**config.mk**
```make
export PLATFORM = sky130hd
export DESIGN_NAME = dmem_responder
export DESIGN_NICKNAME = d
export VERILOG_FILES = /design/src/rtl/dmem_responder.sv
export SDC_FILE = /design/constraint.sdc
export NUM_CORES = 1
export LEC_CHECK = 0
export ABC_CLOCK_PERIOD_IN_PS = 1720
export CORE_MARGIN = 3
export CORE_UTILIZATION = 40
export CTS_BUF_LIST = sky130_fd_sc_hd__clkbuf_4 sky130_fd_sc_hd__clkbuf_8
export DETAILED_ROUTE_END_ITERATION = 10
export PLACE_DENSITY_LB_ADDON = 0.08
export SETUP_SLACK_MARGIN = 0.05
export SLEW_MARGIN = 20
export SYNTH_ARGS = -nofsm -noshare
export SYNTH_HDL_FRONTEND = slang
export SYNTH_SLANG_ARGS = --single-unit
```
**constraint.sdc**
```tcl
create_clock -name CLK -period 1.72 [get_ports CLK]
set_input_delay 0.344 -clock CLK [delete_from_list [all_inputs] [get_ports CLK]]
set_output_delay 0.344 -clock CLK [all_outputs]
set_load 0.05 [all_outputs]
```
**src/rtl/dmem_responder.sv**
```systemverilog
`default_nettype none
// ============================================================================
// Module   : dmem_responder
// Brief    : Data-memory responder: one read or byte-masked write at a time,
//            carried out over a req/ack word bus and answered by a mem_done
//            pulse. Optional posted-write buffer: DMEM_WRITE_BUFFER_EN.
// Revision : 1.0
// ============================================================================
module dmem_responder (
  input  logic        CLK,
  input  logic        RST,
  input  logic [1:0]  rw_flag,
  input  logic [31:0] addr,
  input  logic [31:0] write_data,
  input  logic [3:0]  write_mask,
  output logic [31:0] read_data,
  output logic        mem_busy,
  output logic        mem_done,
  output logic        ext_req,
  output logic        ext_we,
  output logic [29:0] ext_addr,
  output logic [31:0] ext_wdata,
  output logic [3:0]  ext_wmask,
  input  logic        ext_ack,
  input  logic [31:0] ext_rdata
);

  typedef enum logic [1:0] {
    S_IDLE  = 2'd0,
    S_BUS   = 2'd1,
    S_DRAIN = 2'd2,
    S_DONE  = 2'd3
  } state_t;

  localparam logic [1:0] c_RW_READ  = 2'd1;
  localparam logic [1:0] c_RW_WRITE = 2'd2;

  state_t      r_state;
  logic [29:0] r_req_addr;
  logic [31:0] r_req_wdata;
  logic [3:0]  r_req_wmask;
  logic        r_req_we;
  logic [31:0] r_read_data;

  logic w_accept;
  logic w_is_write;
  logic w_bus;
  logic w_drain;
  logic w_unused_addr_lsb;

  assign w_accept          = (rw_flag == c_RW_READ) || (rw_flag == c_RW_WRITE);
  assign w_is_write        = (rw_flag == c_RW_WRITE);
  assign w_bus             = (r_state == S_BUS);
  assign w_unused_addr_lsb = ^addr[1:0];

`ifdef DMEM_WRITE_BUFFER_EN
  logic        r_wb_valid;
  logic [29:0] r_wb_addr;
  logic [31:0] r_wb_wdata;
  logic [3:0]  r_wb_wmask;
  logic        r_req_pend;   // a request is waiting behind the drain

  assign w_drain   = (r_state == S_DRAIN);
  assign ext_we    = w_drain | (w_bus & r_req_we);
  assign ext_addr  = w_drain ? r_wb_addr  : (w_bus ? r_req_addr  : 30'd0);
  assign ext_wdata = w_drain ? r_wb_wdata : (w_bus ? r_req_wdata : 32'd0);
  assign ext_wmask = w_drain ? r_wb_wmask : (w_bus ? r_req_wmask : 4'd0);
`else
  assign w_drain   = 1'b0;
  assign ext_we    = w_bus & r_req_we;
  assign ext_addr  = w_bus ? r_req_addr  : 30'd0;
  assign ext_wdata = w_bus ? r_req_wdata : 32'd0;
  assign ext_wmask = w_bus ? r_req_wmask : 4'd0;
`endif

  // Handshake outputs decode registered state only, never rw_flag.
  assign ext_req   = w_bus | w_drain;
  assign mem_busy  = w_bus | w_drain;
  assign mem_done  = (r_state == S_DONE);
  assign read_data = r_read_data;

  always_ff @(posedge CLK) begin
    if (RST) begin
      r_state     <= S_IDLE;
      r_req_addr  <= 30'd0;
      r_req_wdata <= 32'd0;
      r_req_wmask <= 4'd0;
      r_req_we    <= 1'b0;
      r_read_data <= 32'd0;
`ifdef DMEM_WRITE_BUFFER_EN
      r_wb_valid  <= 1'b0;
      r_wb_addr   <= 30'd0;
      r_wb_wdata  <= 32'd0;
      r_wb_wmask  <= 4'd0;
      r_req_pend  <= 1'b0;
`endif
    end else begin
      r_read_data <= 32'd0;
      case (r_state)
        S_IDLE, S_DONE: begin
          if (w_accept) begin
            r_req_addr  <= addr[31:2];
            r_req_wdata <= write_data;
            r_req_wmask <= write_mask;
            r_req_we    <= w_is_write;
`ifdef DMEM_WRITE_BUFFER_EN
            r_req_pend  <= 1'b1;
            if (r_wb_valid) begin
              r_state <= S_DRAIN;
            end else if (w_is_write) begin
              r_wb_valid <= 1'b1;
              r_wb_addr  <= addr[31:2];
              r_wb_wdata <= write_data;
              r_wb_wmask <= write_mask;
              r_state    <= S_DONE;
            end else begin
              r_state <= S_BUS;
            end
`else
            r_state <= S_BUS;
`endif
          end else begin
`ifdef DMEM_WRITE_BUFFER_EN
            r_req_pend <= 1'b0;
            r_state    <= r_wb_valid ? S_DRAIN : S_IDLE;
`else
            r_state <= S_IDLE;
`endif
          end
        end
        S_BUS: begin
          if (ext_ack) begin
            r_state     <= S_DONE;
            r_read_data <= r_req_we ? 32'd0 : ext_rdata;
          end
        end
`ifdef DMEM_WRITE_BUFFER_EN
        S_DRAIN: begin
          if (ext_ack) begin
            if (!r_req_pend) begin
              r_wb_valid <= 1'b0;
              r_state    <= S_IDLE;
            end else if (r_req_we) begin
              // The new store takes the slot just freed; buffer stays valid.
              r_wb_addr  <= r_req_addr;
              r_wb_wdata <= r_req_wdata;
              r_wb_wmask <= r_req_wmask;
              r_state    <= S_DONE;
            end else begin
              r_state <= S_BUS;
            end
          end
        end
`endif
        default: r_state <= S_IDLE;
      endcase
    end
  end

endmodule
`default_nettype wire

```
==> flow_results.org <==
** Synth
- Yosys mapped the design onto 18 distinct sky130hd cell types.
- Dominant synthesized flop cell :: sky130_fd_sc_hd__dfxtp_1
- Of the post-synthesis cell area, the dominant cell type holds 53.4%.
- By instance count, the leading cell after synthesis is sky130_fd_sc_hd__nand2_1.
- Yosys attributes the largest share of cell area to sky130_fd_sc_hd__dfxtp_1 53%, sky130_fd_sc_hd__and2_1 16%, sky130_fd_sc_hd__nand2_1 13%.
- Mean area per synthesized cell :: 8.35 um^2
- Fraction of registers with async set or reset after synthesis :: 0%
- Synthesis inferred 101 register bits.
- Sequential elements use 53.4% of the synthesized area.
- Nets in the synthesized netlist :: 563
- Instance count of the mapped netlist :: 453
- Cell Area, Synth :: 3780 um^2
- Most numerous cell types in the synthesized netlist :: 135 x sky130_fd_sc_hd__nand2_1, 101 x sky130_fd_sc_hd__dfxtp_1, 99 x sky130_fd_sc_hd__and2_1
- Count of flip-flops with a built-in enable after synthesis :: 0
- During synthesis, Yosys emitted a total of 0 warnings.
- The largest total area in the synthesized netlist belongs to sky130_fd_sc_hd__dfxtp_1.

** Timing
- For the pin with the worst max-slew slack, the measured transition is 318 ps.
- The count of final max-slew check failures came to 0.
- In the finished design, the share of the clock period the worst path needs comes to 109%.
- Setup violations remaining at the end of the flow were counted as 69.
- Worst Setup Slack, final :: -158 ps
- Setup repair after global routing could not meet its margin everywhere.
- The number of hold-slack violations in the final timing report came to 0.
- Min cycle time layout :: 1880 ps
- In this run the tightest slew margin relative to its limit is 78.8%.
- Between clock sinks in the finished design, the worst skew comes to 6.81 ps.
- Max Clk Rate :: 0.532 GHz
- Hold WS :: 460 ps

** Final layout
- 0 antenna diodes ended up in the layout.
- Fraction of layout instances using a drive strength above 1 :: 33.2%
- Layout Nets :: 770
- From synthesis to final layout, the design area changed by 93.4%.
- Non-Filler Cell Area, Final :: 7320 um^2

** Critical path
- Data on the critical path arrives at its endpoint at 1530 ps.
- For the worst setup path, the data required time is 1380 ps.
- Critical Path End Type :: output pin
- The setup path with the least slack is of type reg2out.
- Of all nets on the critical path, the largest fanout is 7.
- Nature of the critical path startpoint :: flip-flop

** Place
- Post-detail-place hpwl :: 8130 um
- Cell area after placement :: 6600 um^2
- Quantity of I/O buffers inserted on ports :: 204
- RD Place Congestion :: 0.733

** Detailed routing
- Initial detailed-routing violation count :: 107
- Detailed-routing iteration count for the pre-antenna-repair pass :: 4
- Residual DRC :: 0
- Post-DR wirelength/cell :: 16.3 um
- Via count of the routed design :: 3687
- Final wirelength :: 12600 um
- Final antenna-violating net count :: 0
- Detail-routed via count per cell :: 4.77

** Floorplanning
- Std-Cell Core Area :: 8930 um^2
- The floorplan has 34 rows.
- Number of top-level pins :: 207
- Height of the die :: 103 um
- For this configuration, the core starts out at a cell density of 42.4%.
- From left edge to right edge, the die measures 103 um.
- The floorplan step defined a die boundary enclosing 10700 um^2.

** Pwr
- Worst VDD drop :: 0.632 mV
- Leak Pwr :: 3.03 nW
- Relative contribution of combinational cells to total power :: 38.0%
- Sequential cells account for 40.3% of the total power.
- Internal portion of total power :: 4.41 mW
- In this run the power spent charging and discharging nets is 2.26 mW.
- Fraction of power spent switching nets :: 33.9%
- Fraction of power consumed by the clock network :: 21.8%
- PD cells :: 912 nW/um^2

** GRT
- Total overflow reported by the global router :: 0
- Vias in the first global route :: 3551
- Global routing used 21.4% of the available tracks.
- Entering global routing, the biggest net connects 70 pins.
- The first global-routing pass estimated 17600 um of wire.
- The number of antenna violations at the first check in global routing is 1.

** Clock network
- Clock tree root driver cell :: sky130_fd_sc_hd__clkbuf_8
- TritonCTS built the clock tree.
- The number of hold buffers added after CTS was 0.
- The clock reaches the later pin of the worst-skew pair after 360 ps.
- The clock passes through at most 2 buffers.
- Number of buffers created by CTS :: 9
- H-tree depth :: 3
- Clock tree synthesis found a total of 101 sinks.
- CTS clock-pin slew for the worst setup and hold paths :: 110 ps

** Status
- The run finished, with violations left.
- The checks that failed: negative setup slack.

** Worst hold path
- In this run the worst hold path is classified as reg2reg.

** Run
- Max-cap viol count :: 0
## state kept, by name, summed over array words and instances, names as in the netlist
register     cells
r_state          2
r_req_wmask      4
r_req_we         1
read_data       32
r_req_wdata     32
r_req_addr      30
## layout make-up
class                   count  area [um^2]
well taps                 108          135
inverters                   3         11.3
repair buffers            230         3160
clock buffers               9          124
flip-flops and latches    101         2030
clock inverters             7         66.3
fillers                   569         1620
multi-input cells         315         1790
## placed cells by master, fill, tap and decap left out, drive strengths merged
master / synthesis / final
nand2: 135 / 135
buf: 19 / 122
clkdlybuf4s50: 0 / 101
dfxtp: 101 / 101
and2: 99 / 99
a21oi: 68 / 68
clkbuf: 15 / 15
inv: 3 / 6
ha: 5 / 5
clkinvlp: 0 / 2
clkinv: 0 / 2
nand2b: 2 / 2
and2b: 1 / 1
and4bb: 1 / 1
or3: 1 / 1
o211ai: 1 / 1
mux2i: 1 / 1
nor2: 1 / 1
bufbuf: 0 / 1
## logic make-up after synthesis
group | synth area share (%)
fa+ha+maj | 1.65
buf+inv | 4.56
mux | 0.265
flops | 53.4
simple gates | 30.9
compound gates | 9.19
## through the flow
step	setup slack [ps]	utilization [%]	total power, mW	cells	setup TNS (ps)
2_1_floorplan	34.9	-	3.77	453	0
6_report	-158	81.9	6.67	773	-9150
3_5_place_dp	-237	73.9	4.70	741	-11730
3_3_place_gp	-170	73.9	4.64	741	-9860
5_1_grt	-198	81.9	6.99	773	-12170
4_1_cts	-164	79.9	6.49	766	-10130
## power groups by stage
stage	Clock (mW)	Combinational, mW	Sequential, mW
floorplan	0	0.988	2.78
global placement	0	1.94	2.70
detailed placement	0	1.98	2.72
CTS	1.50	2.31	2.68
global route	1.59	2.68	2.71
finish	1.45	2.53	2.69
## final timing paths
check,cells past startpoint,slack (ps),end,start
max,5,-160,ext_wdata[15],r_state[0]
max reg2reg,7,110,r_req_wdata[31],r_state[1]
min reg2reg,2,460,r_req_wmask[3],r_req_wmask[3]
min,2,460,r_req_wmask[3],r_req_wmask[3]
## critical path: stages (launching register included)
cell                        delay [ps]
sky130_fd_sc_hd__dfxtp_4           400
sky130_fd_sc_hd__ha_4              180
sky130_fd_sc_hd__buf_12            160
sky130_fd_sc_hd__clkbuf_16         160
sky130_fd_sc_hd__and2_4            150
sky130_fd_sc_hd__buf_12            130
## what timing repair did
item,4_1_cts,5_1_grt
cloned,4,6
pin swaps,9,37
gates resized for setup,79,6
endpoints found under the setup margin,69,70
buffers inserted,5,2
## routing by layer
layer  global-route usage [%]  vias to the layer above  part of all wire [%]
met4                     5.48                        2                   1.0
met1                     24.2                     1721                    38
met5                        0                        -                  0.16
met2                     37.7                      120                    52
met3                     8.52                       12                   8.5
li1                         -                     1832                     -
No activity file was read; power rests on OpenSTA's default activity.
